--- src/rtl/pong_ball_engine_if.sv ---
// rtl/pong_ball_engine_if.sv - pixel, paddle, ball and score signals of the Pong ball engine
interface pong_ball_engine_if #(
  parameter int COORD_W = 10,
  parameter int SCORE_W = 4
);
  logic               tick;
  logic               run;
  logic [COORD_W-1:0] x;
  logic [COORD_W-1:0] y;
  logic [COORD_W-1:0] xpad1;
  logic [COORD_W-1:0] ypad1;
  logic [COORD_W-1:0] xpad2;
  logic [COORD_W-1:0] ypad2;
  logic               ball_on;
  logic [11:0]        ball_colour;
  logic [COORD_W-1:0] xball;
  logic [COORD_W-1:0] yball;
  logic [SCORE_W-1:0] p1s;
  logic [SCORE_W-1:0] p2s;
  logic               point_p1;
  logic               point_p2;
  logic               game_over;
  logic [1:0]         state;

  modport master (
    output tick, run, x, y, xpad1, ypad1, xpad2, ypad2,
    input  ball_on, ball_colour, xball, yball, p1s, p2s,
           point_p1, point_p2, game_over, state
  );

  modport slave (
    input  tick, run, x, y, xpad1, ypad1, xpad2, ypad2,
    output ball_on, ball_colour, xball, yball, p1s, p2s,
           point_p1, point_p2, game_over, state
  );
endinterface

--- src/rtl/pong_ball_engine.sv ---
// rtl/pong_ball_engine.sv - Pong ball motion, bounces, scoring and rally FSM; PONG_SPEEDUP_EN adds paddle-hit speedup
module pong_ball_engine #(
  parameter int COORD_W     = 10,
  parameter int H_RES       = 640,
  parameter int V_RES       = 480,
  parameter int BALL_SIZE   = 24,
  parameter int PAD_W       = 12,
  parameter int PAD_H       = 80,
  parameter int SPEED_W     = 3,
  parameter int SPEED_INIT  = 1,
  parameter int SPEED_MAX   = 6,
  parameter int SCORE_W     = 4,
  parameter int WIN_SCORE   = 9,
  parameter int SERVE_TICKS = 60
) (
  input  logic              clk,
  input  logic              reset,
  pong_ball_engine_if.slave bus
);
  localparam int W1    = COORD_W + 1;
  localparam int CNT_W = (SERVE_TICKS > 1) ? $clog2(SERVE_TICKS) : 1;

  localparam logic [COORD_W-1:0] X_CENTRE   = COORD_W'((H_RES - BALL_SIZE) / 2);
  localparam logic [COORD_W-1:0] Y_CENTRE   = COORD_W'((V_RES - BALL_SIZE) / 2);
  localparam logic [COORD_W-1:0] BALL_C     = COORD_W'(BALL_SIZE);
  localparam logic [COORD_W-1:0] PADW_C     = COORD_W'(PAD_W);
  localparam logic [W1-1:0]      BALL_E     = W1'(BALL_SIZE);
  localparam logic [W1-1:0]      HRES_E     = W1'(H_RES);
  localparam logic [W1-1:0]      VRES_E     = W1'(V_RES);
  localparam logic [W1-1:0]      PADW_E     = W1'(PAD_W);
  localparam logic [W1-1:0]      PADH_E     = W1'(PAD_H);
  localparam logic [SCORE_W-1:0] WIN_S      = SCORE_W'(WIN_SCORE);
  localparam logic [SCORE_W-1:0] ONE_S      = SCORE_W'(1);
  localparam logic [CNT_W-1:0]   SERVE_LAST = CNT_W'(SERVE_TICKS - 1);

  generate
    if (SPEED_MAX > (2 ** SPEED_W) - 1 || SPEED_INIT > SPEED_MAX) begin : g_bad_speed
      $error("pong_ball_engine: speed parameters do not fit SPEED_W");
    end
  endgenerate

  typedef enum logic [1:0] {
    SERVE = 2'd0,
    PLAY  = 2'd1,
    OVER  = 2'd2
  } state_t;

  state_t             state_q, state_d;
  logic [CNT_W-1:0]   cnt_q, cnt_d;
  logic [COORD_W-1:0] xb_q, xb_d, yb_q, yb_d;
  logic               dx_right_q, dx_right_d;
  logic               dy_down_q, dy_down_d;
  logic [SCORE_W-1:0] p1s_q, p1s_d, p2s_q, p2s_d;
  logic               pt1_q, pt1_d, pt2_q, pt2_d;
  logic [SPEED_W-1:0] speed;

`ifdef PONG_SPEEDUP_EN
  logic [SPEED_W-1:0] speed_q, speed_d;
  assign speed = speed_q;
`else
  assign speed = SPEED_W'(SPEED_INIT);
`endif

  // Widened copies so every comparison is free of wrap-around.
  logic [W1-1:0] xb, yb, sp, xp1, yp1, xp2, yp2, face1, xb_far, yb_far;
  logic [COORD_W-1:0] sp_c;
  assign xb     = {1'b0, xb_q};
  assign yb     = {1'b0, yb_q};
  assign sp     = W1'(speed);
  assign sp_c   = COORD_W'(speed);
  assign xp1    = {1'b0, bus.xpad1};
  assign yp1    = {1'b0, bus.ypad1};
  assign xp2    = {1'b0, bus.xpad2};
  assign yp2    = {1'b0, bus.ypad2};
  assign face1  = xp1 + PADW_E;
  assign xb_far = xb + BALL_E;
  assign yb_far = yb + BALL_E;

  logic overlap1, overlap2, left_hit, right_hit, left_miss, right_miss;
  assign overlap1   = (yb_far > yp1) && (yb < yp1 + PADH_E);
  assign overlap2   = (yb_far > yp2) && (yb < yp2 + PADH_E);
  assign left_hit   = !dx_right_q && (xb >= face1) && (xb < face1 + sp) && overlap1;
  assign right_hit  = dx_right_q && (xb_far <= xp2) && (xb_far + sp > xp2) && overlap2;
  assign left_miss  = !dx_right_q && (xb <= sp);
  assign right_miss = dx_right_q && (xb_far + sp >= HRES_E);

  logic [COORD_W-1:0] y_next;
  logic               dy_next;
  always_comb begin
    y_next  = yb_q;
    dy_next = dy_down_q;
    if (!dy_down_q) begin
      if (yb <= sp) begin
        y_next  = '0;
        dy_next = 1'b1;
      end else begin
        y_next = yb_q - sp_c;
      end
    end else if (yb_far + sp >= VRES_E) begin
      y_next  = COORD_W'(V_RES - BALL_SIZE);
      dy_next = 1'b0;
    end else begin
      y_next = yb_q + sp_c;
    end
  end

  logic [SCORE_W-1:0] p1s_inc, p2s_inc;
  assign p1s_inc = p1s_q + ONE_S;
  assign p2s_inc = p2s_q + ONE_S;

  always_comb begin
    state_d    = state_q;
    cnt_d      = cnt_q;
    xb_d       = xb_q;
    yb_d       = yb_q;
    dx_right_d = dx_right_q;
    dy_down_d  = dy_down_q;
    p1s_d      = p1s_q;
    p2s_d      = p2s_q;
    pt1_d      = 1'b0;
    pt2_d      = 1'b0;
`ifdef PONG_SPEEDUP_EN
    speed_d    = speed_q;
`endif
    if (bus.tick && bus.run) begin
      unique case (state_q)
        SERVE: begin
          if (cnt_q == SERVE_LAST) begin
            state_d = PLAY;
            cnt_d   = '0;
          end else begin
            cnt_d = cnt_q + CNT_W'(1);
          end
        end
        PLAY: begin
          yb_d      = y_next;
          dy_down_d = dy_next;
          if (left_hit || right_hit) begin
            xb_d       = left_hit ? (bus.xpad1 + PADW_C) : (bus.xpad2 - BALL_C);
            dx_right_d = left_hit;
`ifdef PONG_SPEEDUP_EN
            if (speed_q < SPEED_W'(SPEED_MAX)) speed_d = speed_q + SPEED_W'(1);
`endif
          end else if (left_miss || right_miss) begin
            // Ball restarts toward the player who conceded, on the other vertical heading.
            xb_d       = X_CENTRE;
            yb_d       = Y_CENTRE;
            dx_right_d = right_miss;
            dy_down_d  = !dy_down_q;
`ifdef PONG_SPEEDUP_EN
            speed_d    = SPEED_W'(SPEED_INIT);
`endif
            if (right_miss) begin
              pt1_d   = 1'b1;
              p1s_d   = p1s_inc;
              state_d = (p1s_inc == WIN_S) ? OVER : SERVE;
            end else begin
              pt2_d   = 1'b1;
              p2s_d   = p2s_inc;
              state_d = (p2s_inc == WIN_S) ? OVER : SERVE;
            end
          end else begin
            xb_d = dx_right_q ? (xb_q + sp_c) : (xb_q - sp_c);
          end
        end
        OVER: begin
        end
        default: state_d = SERVE;
      endcase
    end
  end

  always_ff @(posedge clk) begin
    if (reset) begin
      state_q    <= SERVE;
      cnt_q      <= '0;
      xb_q       <= X_CENTRE;
      yb_q       <= Y_CENTRE;
      dx_right_q <= 1'b1;
      dy_down_q  <= 1'b0;
      p1s_q      <= '0;
      p2s_q      <= '0;
      pt1_q      <= 1'b0;
      pt2_q      <= 1'b0;
`ifdef PONG_SPEEDUP_EN
      speed_q    <= SPEED_W'(SPEED_INIT);
`endif
    end else begin
      state_q    <= state_d;
      cnt_q      <= cnt_d;
      xb_q       <= xb_d;
      yb_q       <= yb_d;
      dx_right_q <= dx_right_d;
      dy_down_q  <= dy_down_d;
      p1s_q      <= p1s_d;
      p2s_q      <= p2s_d;
      pt1_q      <= pt1_d;
      pt2_q      <= pt2_d;
`ifdef PONG_SPEEDUP_EN
      speed_q    <= speed_d;
`endif
    end
  end

  logic [W1-1:0] px, py;
  assign px = {1'b0, bus.x};
  assign py = {1'b0, bus.y};

  assign bus.ball_on     = (px >= xb) && (px < xb_far) && (py >= yb) && (py < yb_far);
  assign bus.ball_colour = 12'hBBB;
  assign bus.xball       = xb_q;
  assign bus.yball       = yb_q;
  assign bus.p1s         = p1s_q;
  assign bus.p2s         = p2s_q;
  assign bus.point_p1    = pt1_q;
  assign bus.point_p2    = pt2_q;
  assign bus.game_over   = (state_q == OVER);
  assign bus.state       = state_q;
endmodule

--- src/flat_wrapper.sv ---
// flat-port wrapper written by rule: the top's interface ports become plain ports
module pong_ball_engine_flat 
#(
  parameter int COORD_W     = 10,
  parameter int H_RES       = 640,
  parameter int V_RES       = 480,
  parameter int BALL_SIZE   = 24,
  parameter int PAD_W       = 12,
  parameter int PAD_H       = 80,
  parameter int SPEED_W     = 3,
  parameter int SPEED_INIT  = 1,
  parameter int SPEED_MAX   = 6,
  parameter int SCORE_W     = 4,
  parameter int WIN_SCORE   = 9,
  parameter int SERVE_TICKS = 60
)
  (clk, reset, bus_tick, bus_run, bus_x, bus_y, bus_xpad1, bus_ypad1, bus_xpad2, bus_ypad2, bus_ball_on, bus_ball_colour, bus_xball, bus_yball, bus_p1s, bus_p2s, bus_point_p1, bus_point_p2, bus_game_over, bus_state);
  pong_ball_engine_if #(.COORD_W(COORD_W), .SCORE_W(SCORE_W)) bus_i ();
  input  logic clk;
  input  logic reset;
  input wire logic [$bits(bus_i.tick)-1:0] bus_tick;
  input wire logic [$bits(bus_i.run)-1:0] bus_run;
  input wire logic [$bits(bus_i.x)-1:0] bus_x;
  input wire logic [$bits(bus_i.y)-1:0] bus_y;
  input wire logic [$bits(bus_i.xpad1)-1:0] bus_xpad1;
  input wire logic [$bits(bus_i.ypad1)-1:0] bus_ypad1;
  input wire logic [$bits(bus_i.xpad2)-1:0] bus_xpad2;
  input wire logic [$bits(bus_i.ypad2)-1:0] bus_ypad2;
  output wire logic [$bits(bus_i.ball_on)-1:0] bus_ball_on;
  output wire logic [$bits(bus_i.ball_colour)-1:0] bus_ball_colour;
  output wire logic [$bits(bus_i.xball)-1:0] bus_xball;
  output wire logic [$bits(bus_i.yball)-1:0] bus_yball;
  output wire logic [$bits(bus_i.p1s)-1:0] bus_p1s;
  output wire logic [$bits(bus_i.p2s)-1:0] bus_p2s;
  output wire logic [$bits(bus_i.point_p1)-1:0] bus_point_p1;
  output wire logic [$bits(bus_i.point_p2)-1:0] bus_point_p2;
  output wire logic [$bits(bus_i.game_over)-1:0] bus_game_over;
  output wire logic [$bits(bus_i.state)-1:0] bus_state;
  assign bus_i.tick = bus_tick;
  assign bus_i.run = bus_run;
  assign bus_i.x = bus_x;
  assign bus_i.y = bus_y;
  assign bus_i.xpad1 = bus_xpad1;
  assign bus_i.ypad1 = bus_ypad1;
  assign bus_i.xpad2 = bus_xpad2;
  assign bus_i.ypad2 = bus_ypad2;
  assign bus_ball_on = bus_i.ball_on;
  assign bus_ball_colour = bus_i.ball_colour;
  assign bus_xball = bus_i.xball;
  assign bus_yball = bus_i.yball;
  assign bus_p1s = bus_i.p1s;
  assign bus_p2s = bus_i.p2s;
  assign bus_point_p1 = bus_i.point_p1;
  assign bus_point_p2 = bus_i.point_p2;
  assign bus_game_over = bus_i.game_over;
  assign bus_state = bus_i.state;
  pong_ball_engine #(.COORD_W(COORD_W), .H_RES(H_RES), .V_RES(V_RES), .BALL_SIZE(BALL_SIZE), .PAD_W(PAD_W), .PAD_H(PAD_H), .SPEED_W(SPEED_W), .SPEED_INIT(SPEED_INIT), .SPEED_MAX(SPEED_MAX), .SCORE_W(SCORE_W), .WIN_SCORE(WIN_SCORE), .SERVE_TICKS(SERVE_TICKS)) u_core (.clk(clk), .reset(reset), .bus(bus_i));
endmodule
--- config.mk ---
export PLATFORM = sky130hd
export DESIGN_NAME = pong_ball_engine_flat
export DESIGN_NICKNAME = d
export VERILOG_FILES = /design/src/rtl/pong_ball_engine_if.sv /design/src/rtl/pong_ball_engine.sv /design/src/flat_wrapper.sv
export SDC_FILE = /design/constraint.sdc
export NUM_CORES = 1
export LEC_CHECK = 0
export CORE_ASPECT_RATIO = 0.5
export CORE_UTILIZATION = 45
export DETAILED_ROUTE_END_ITERATION = 10
export PLACE_DENSITY = 0.69
export REMOVE_ABC_BUFFERS = 1
export SYNTH_ARGS = -nofsm -noshare
export SYNTH_HDL_FRONTEND = slang
export SYNTH_SLANG_ARGS = --single-unit
--- constraint.sdc ---
create_clock -name clk -period 4.75 [get_ports clk]
set_input_delay 0.95 -clock clk [delete_from_list [all_inputs] [get_ports clk]]
set_output_delay 0.95 -clock clk [all_outputs]
set_load 0.05 [all_outputs]
==> results.json, run 1 <==
{
  "status": "complete, no violations",
  "grt_max_degree": 32,
  "track_usage": 0.266,
  "async_flop_share": 0,
  "clk_latency_ps": 290,
  "pin_count": 110,
  "critPathSlowestCell": "clkdlybuf4s50_1",
  "use_met3": 0.0354,
  "gp_congestion": 0.934,
  "drc_errors": 0,
  "seqCellArea_um2": 801,
  "gr-usage-met1": 0.388,
  "hpwl_um": 15400,
  "cts_setup_buffers": 0,
  "fin_crit_sh": 0.938,
  "top_usage_layer": "met2",
  "place_area_mm2": 0.00780,
  "overflow": 0,
  "drive_above_1_share": 0.0778,
  "leakagePower_nw": 3.37,
  "synth_area_mm2": 0.00650,
  "ant_nets": 0,
  "vias": 6724,
  "final_common_cell": "ha_1",
  "ys_ff_latch": 40,
  "crit_family": "simple AND/OR/NAND/NOR gates",
  "end_kind": "register",
  "critPathKind": "in -> reg",
  "hold_path.startpoint": "u_core.bus.p2s[1]$_SDFFE_PP0P_",
  "worstMarginPinSlew_ps": 834,
  "clock-sinks": 40,
  "multi_input_area_mm2": 0.00518,
  "root_buffer": "clkbuf_16",
  "syn_inst": 841,
  "nNetsFinal": 1142,
  "layout_common_cells": "ha_1 (128), clkdlybuf4s50_1 (96), inv_1 (80)",
  "vias_per_cell": 5.88,
  "synth_edf_count": 0,
  "cts_inserted_buffers": 5,
  "path_buf_inv": 2,
  "finalHoldViolCount": 0,
  "antenna_found_initial": 0,
  "dr.pass1.iters": 6,
  "initial_core_util": 0.471,
  "cp_cell_sequence": "clkdlybuf4s50_1, inv_1, ha_1, xor2_1, nor3_1, nor3b_2, nand3_1, xnor2_1, ha_1, o2111ai_1, o21ai_0, o21ai_0, o211a_1, nor4_2, mux2_1",
  "n_fill_cell": 1286,
  "power_density_mw_per_mm2": 149,
  "ys_types": 82,
  "final_util": 0.576,
  "fin_skew_ps": 10.4,
  "maxCapViolCount": 0,
  "startpoint": "bus_xpad1[3]",
  "min_to": "u_core.bus.p2s[1]$_SDFFE_PP0P_",
  "slew_headroom": 0.442,
  "diodes": 0,
  "yosys_warnings": 0,
  "setup_viol": 0,
  "hold_path.class": "reg -> reg",
  "rsz0062_at_grt": "no",
  "fmax_mhz": 224,
  "path_clk_slew_ps": 60,
  "cts_tree": "built",
  "arrival_ps": 4620,
  "slew_violations": 0,
  "cts_resized": 0,
  "numPortBuffers": 97,
  "grt_pass1_vias": 6268,
  "grt_pass1_wl_um": 31700,
  "grtUsageMet2": 0.419,
  "cts-htree-levels": 2,
  "ys.flop_type": "dfxtp_1",
  "worstPathMaxFanout": 7,
  "r2r_cells": 17,
  "die_y_um": 87.0,
  "num_rows": 30,
  "r2r-start": "u_core.bus.xball[3]$_SDFFE_PP0P_",
  "ctsHoldBuffers": 0,
  "peakVddDrop_uv": 151,
  "avgSynthCellArea_um2": 7.73,
  "wire_per_inst_um": 17.0,
  "yosysSeqAreaShare": 0.123,
  "clockBufferDepth": 2,
  "cp_slowest_stage_delay_ps": 510,
  "fp.dieArea_mm2": 0.0150,
  "syn_to_final_growth_pct": 22.4,
  "core_area_mm2": 0.0138,
  "rrSetupSlack_ps": 350,
  "rr_endpoint": "u_core.bus.xball[5]$_SDFFE_PP1P_",
  "finalInstanceArea_mm2": 0.00796,
  "cp-start-kind": "input pin",
  "whs_path_depth": 2,
  "worst_ep_required_time_ps": 4910,
  "setup_tns_ps": 0,
  "wirelength_um": 19400,
  "layout_min_cycle_time_ps": 4460,
  "dr.first_iter.drc_count": 487,
  "crit_cells": 15,
  "die_w_um": 172
}
cells in the mapped netlist (7+ instances only):
cell	instances	area, µm²
a21oi_1	48	240
o21bai_1	8	60.1
dfxtp_1	40	801
o21a_1	9	67.6
inv_1	80	300
a32oi_1	7	61.3
ha_1	128	1600
o2111ai_1	11	96.3
buf_4	12	90.1
nand4_1	18	113
nor2_1	52	195
clkbuf_1	22	82.6
xnor2_1	36	315
o21ai_0	47	235
or3_1	10	62.6
o211ai_1	8	60.1
nor3_1	31	155
nand3_1	26	130
nor4_1	9	56.3
nor2b_1	13	81.3
xor2_1	20	175
o31ai_1	7	52.6
a211oi_1	11	82.6
nand2_1	50	188
a31oi_1	9	56.3
worst register-to-register path: stages (launching register included):
cell,delay (ps)
dfxtp_1,330
inv_1,130
ha_1,280
nand3b_1,220
or3_1,360
xnor2_1,350
inv_1,140
xnor2_1,170
ha_1,280
inv_1,60
or4_1,520
o21ai_0,90
a31oi_1,120
o211ai_4,240
buf_4,220
nor2_1,130
o311ai_0,470
a21boi_0,150
kinds of logic after synthesis:
logic type / after synthesis / share of synthesized area
flip-flops: 40 / 0.123
AND/OR/NAND/NOR: 250 / 0.202
AO/OA/AOI/OAI: 228 / 0.249
buffers and inverters: 128 / 0.0874
XOR/XNOR: 57 / 0.0779
adder cells (fa/ha/maj): 128 / 0.246
multiplexers: 8 / 0.0131
other: 2 / 0.00116
registers in the layout, indices dropped and copies added, names as in the netlist:
name	count
u_core.bus.point_p1	1
u_core.dx_right_q	1
u_core.bus.p1s	4
u_core.bus.state	2
u_core.bus.yball	10
u_core.bus.point_p2	1
u_core.bus.xball	10
u_core.dy_down_q	1
u_core.cnt_q	6
u_core.bus.p2s	4
per-layer routing:
metal	vias to the layer above	share of wire
met5	-	0
met4	0	0.0090
met3	21	0.082
met2	291	0.42
met1	3111	0.49
li1	3301	-
metrics by stage:
step | setup WS, ps | total power, W | hold WS [ps] | std cells
2_1_floorplan | 16.1 | 0.000658 | 488 | 807
3_3_place_gp | 120 | 0.000836 | 488 | 1135
3_5_place_dp | -22.6 | 0.000846 | 504 | 1135
4_1_cts | 257 | 0.00119 | 512 | 1143
5_1_grt | 23.6 | 0.00127 | 565 | 1143
6_report | 293 | 0.00119 | 511 | 1143
how the worst max path moves through the flow:
stage                                             endpoint  slack (ps)
after global placement      u_core.bus.p2s[0]$_SDFFE_PP0P_         120
after floorplan           u_core.bus.xball[4]$_SDFFE_PP1P_          20
final                       u_core.bus.p2s[0]$_SDFFE_PP0P_         290
after CTS                   u_core.bus.p2s[0]$_SDFFE_PP0P_         260
after global routing        u_core.bus.p2s[0]$_SDFFE_PP0P_          20
after detailed placement    u_core.bus.p2s[0]$_SDFFE_PP0P_         -20
report_power, final:
part / switching, W / internal (W) / total [W]
Clock: 0.000129 / 0.000209 / 0.000339
Sequential: 0.00000653 / 0.000342 / 0.000348
Combinational: 0.000286 / 0.000216 / 0.000502
layout make-up:
type,count,share of cell area
multi-input combinational,683,0.651
timing repair buffer,136,0.160
sequential,40,0.101
inverter,84,0.0396
tap,192,0.0302
clock buffer,8,0.0184
No activity file was read; power rests on OpenSTA's default activity.
==> inputs of run 2 (changes only) <==
--- a/config.mk
+++ b/config.mk
@@ -7,2 +7,3 @@
 export LEC_CHECK = 0
+export ABC_AREA = 1
 export CORE_ASPECT_RATIO = 0.5
==> constraint.sdc (replaced) <==
create_clock -name clk -period 4.75 [get_ports clk]
set_input_delay 0.475 -clock clk [delete_from_list [all_inputs] [get_ports clk]]
set_output_delay 0.475 -clock clk [all_outputs]
set_load 0.05 [all_outputs]
==> run 2 against run 1 <==
  * Clock skew decreased by 5.8 ps
  * Hold slack lost 0.84 ps
  * First-iteration DRC count shrank 8.6%
  * Fmax up 5.6%
  * Core utilization down 1.7 points
  * Total power fell by 4.6%
  * Via count grew 3.6%
  * Final cell count increased by 18%
  * Area after synthesis increased by 3.6%
  * Clock power up 48%
  * Largest cell class unchanged
  * Highest routed layer unchanged
==> results.json, run 2 <==
{
  "stdcell_count": 1345,
  "r2r-start": "u_core.bus.yball[6]$_SDFFE_PP1P_",
  "track_usage": 0.248,
  "setup_viol": 0,
  "setup_tns_ps": 0,
  "arrival_ps": 3740,
  "clk_latency_ps": 280,
  "leakagePower_nw": 4.10,
  "antenna_found_initial": 0,
  "critPathKind": "reg -> out",
  "num_rows": 31,
  "synth.most_common_cell": "nand2_1",
  "async_flop_share": 0,
  "dpl.cell_count": 1337,
  "grt_pass1_vias": 6392,
  "slew_violations": 0,
  "wire_per_inst_um": 14.0,
  "cts_setup_buffers": 0,
  "p_seq_frac": 0.298,
  "hpwl_um": 15300,
  "p_int_w": 0.000819,
  "overflow": 0,
  "synth_area_leaders": "ha_1 (24%), nand2_1 (13%), dfxtp_1 (12%), inv_1 (8.2%), a21oi_1 (5.8%)",
  "pin_count": 110,
  "synth_area_mm2": 0.00674,
  "avgSynthCellArea_um2": 6.42,
  "synthTopCellsByCount": "nand2_1 (228), inv_1 (148), ha_1 (128), nor2_1 (95), a21oi_1 (78)",
  "final_common_cell": "nand2_1",
  "ant_nets": 0,
  "ys_ff_latch": 40,
  "wirelength_um": 18900,
  "synth_edf_count": 0,
  "numPortBuffers": 97,
  "cts-htree-levels": 2,
  "r2r_cells": 19,
  "syn_inst": 1049,
  "power_density_mw_per_mm2": 140,
  "hold_path.class": "reg -> reg",
  "slew_headroom": 0.445,
  "drc_errors": 0,
  "p_sw_w": 0.000316,
  "yosys_warnings": 0,
  "grt_max_degree": 27,
  "die_y_um": 88.5,
  "fin_crit_sh": 0.888,
  "diodes": 0,
  "layout_common_cells": "nand2_1 (228), inv_1 (148), ha_1 (128)",
  "core_area_mm2": 0.0145,
  "vias": 6968,
  "worstMarginPinSlew_ps": 830,
  "path_clk_slew_ps": 60,
  "cts_resized": 0,
  "comb_power_share": 0.261,
  "ys_types": 47,
  "ctsHoldBuffers": 0,
  "fp.dieArea_mm2": 0.0155,
  "grt_pass1_wl_um": 31000,
  "fin_skew_ps": 4.60,
  "nNetsFinal": 1338,
  "gp_congestion": 0.970,
  "end_kind": "output pin",
  "hold_path.startpoint": "u_core.bus.p1s[1]$_SDFFE_PP0P_",
  "ys.flop_type": "dfxtp_1",
  "initial_core_util": 0.463,
  "layout_min_cycle_time_ps": 4220,
  "rsz0062_at_grt": "no",
  "fmax_mhz": 237,
  "whs_path_depth": 2,
  "synth_area_leader_cell": "ha_1",
  "clock-sinks": 40,
  "maxCapViolCount": 0,
  "drive_above_1_share": 0.0628,
  "vias_per_cell": 5.18,
  "clockBufferDepth": 2,
  "worst_ep_required_time_ps": 4280,
  "dr.pass1.iters": 5,
  "p_clk_frac": 0.441,
  "dr.first_iter.drc_count": 445,
  "cts_inserted_buffers": 5,
  "rrSetupSlack_ps": 930,
  "n_fill_cell": 1447,
  "finalHoldViolCount": 0,
  "root_buffer": "clkbuf_16",
  "die_w_um": 175,
  "min_to": "u_core.bus.p1s[1]$_SDFFE_PP0P_",
  "status": "complete, no violations",
  "synth_top_cell_area_share": 0.238,
  "syn_to_final_growth_pct": 20.7,
  "cts_tree": "built",
  "p_sw_frac": 0.278,
  "yosysSeqAreaShare": 0.119,
  "rr_endpoint": "u_core.bus.xball[6]$_SDFFE_PP0P_",
  "cp-start-kind": "register",
  "peakVddDrop_uv": 183,
  "worstPathMaxFanout": 8
}
[run 2: through the flow]
step | setup WS, ps | power, W | hold WS (ps) | instance area [µm²] | util
2_1_floorplan | 1100 | 0.000525 | 481 | 6620 | -
3_3_place_gp | 659 | 0.000631 | 498 | 7920 | 0.544
3_5_place_dp | 535 | 0.000638 | 504 | 7920 | 0.544
4_1_cts | 556 | 0.00114 | 514 | 8130 | 0.559
5_1_grt | 225 | 0.00119 | 530 | 8130 | 0.559
6_report | 531 | 0.00113 | 511 | 8130 | 0.559
[run 2: area by class of cell]
cell class                 instances  area, µm²  share of cell area
clock inverter                     3       90.1              0.0111
timing repair buffer             108       1050               0.130
multi-input combinational        830       5210               0.641
sequential                        40        801              0.0985
inverter                         161        604              0.0743
tap                              198        248              0.0305
clock buffer                       5        125              0.0154
[run 2: cell families (layout without fill, tap and decap cells)]
group,count (synthesis),count (layout),synth area share
xor gates and xnor gates,53,53,0.0700
adders and majority gates,128,128,0.238
other,2,12,0.00111
AOI/OAI and AO/OA,164,164,0.136
DFF,40,40,0.119
and+or+nand+nor,473,473,0.323
buffers and inverters,189,277,0.113
[run 2: how the worst max path moves through the flow]
stage                                          start                               end  slack, ps  cells past startpoint
floorplan           u_core.bus.yball[3]$_SDFFE_PP0P_                       bus_ball_on       1100                     15
global placement                        bus_xpad1[2]  u_core.bus.xball[6]$_SDFFE_PP0P_        660                     23
detailed placement                      bus_xpad1[2]  u_core.bus.xball[6]$_SDFFE_PP0P_        540                     23
CTS                 u_core.bus.yball[5]$_SDFFE_PP1P_                       bus_ball_on        560                     16
global route        u_core.bus.yball[5]$_SDFFE_PP1P_                       bus_ball_on        230                     16
finish              u_core.bus.yball[5]$_SDFFE_PP1P_                       bus_ball_on        530                     16
[run 2: power by group through the flow]
| stage | logic (W) | registers (W) | clock network (W) |
|---|---|---|---|
| after CTS | 0.000294 | 0.000338 | 0.000505 |
| after detailed placement | 0.000292 | 0.000346 | 0 |
| final | 0.000296 | 0.000338 | 0.000501 |
| after global placement | 0.000285 | 0.000345 | 0 |
| after global routing | 0.000336 | 0.000338 | 0.000514 |
| after floorplan | 0.000180 | 0.000345 | 0 |
[run 2: worst max-delay path: stages, from the launching register on]
cell,delay (ps)
dfxtp_1,590
inv_2,180
nor2_4,220
inv_2,40
nand2_1,40
o21ai_1,120
ha_1,310
nand2_1,90
nor2_1,40
nand2_1,50
o221ai_1,150
nand3_1,90
a21boi_0,70
o21ai_0,370
nand3_1,150
nor2_1,130
clkdlybuf4s50_1,820
[run 2: per-layer routing]
metal | global-route usage | share of wire
met1 | 0.342 | 0.50
met2 | 0.416 | 0.42
met3 | 0.0404 | 0.070
met4 | 0.0411 | 0.0066
met5 | 0 | 0
==> inputs of run 3 (changes only) <==
Settings changed: CAP_MARGIN set to 20.
==> results of run 3 <==
Final layout, timing and power as in run 2 (identical DEF).
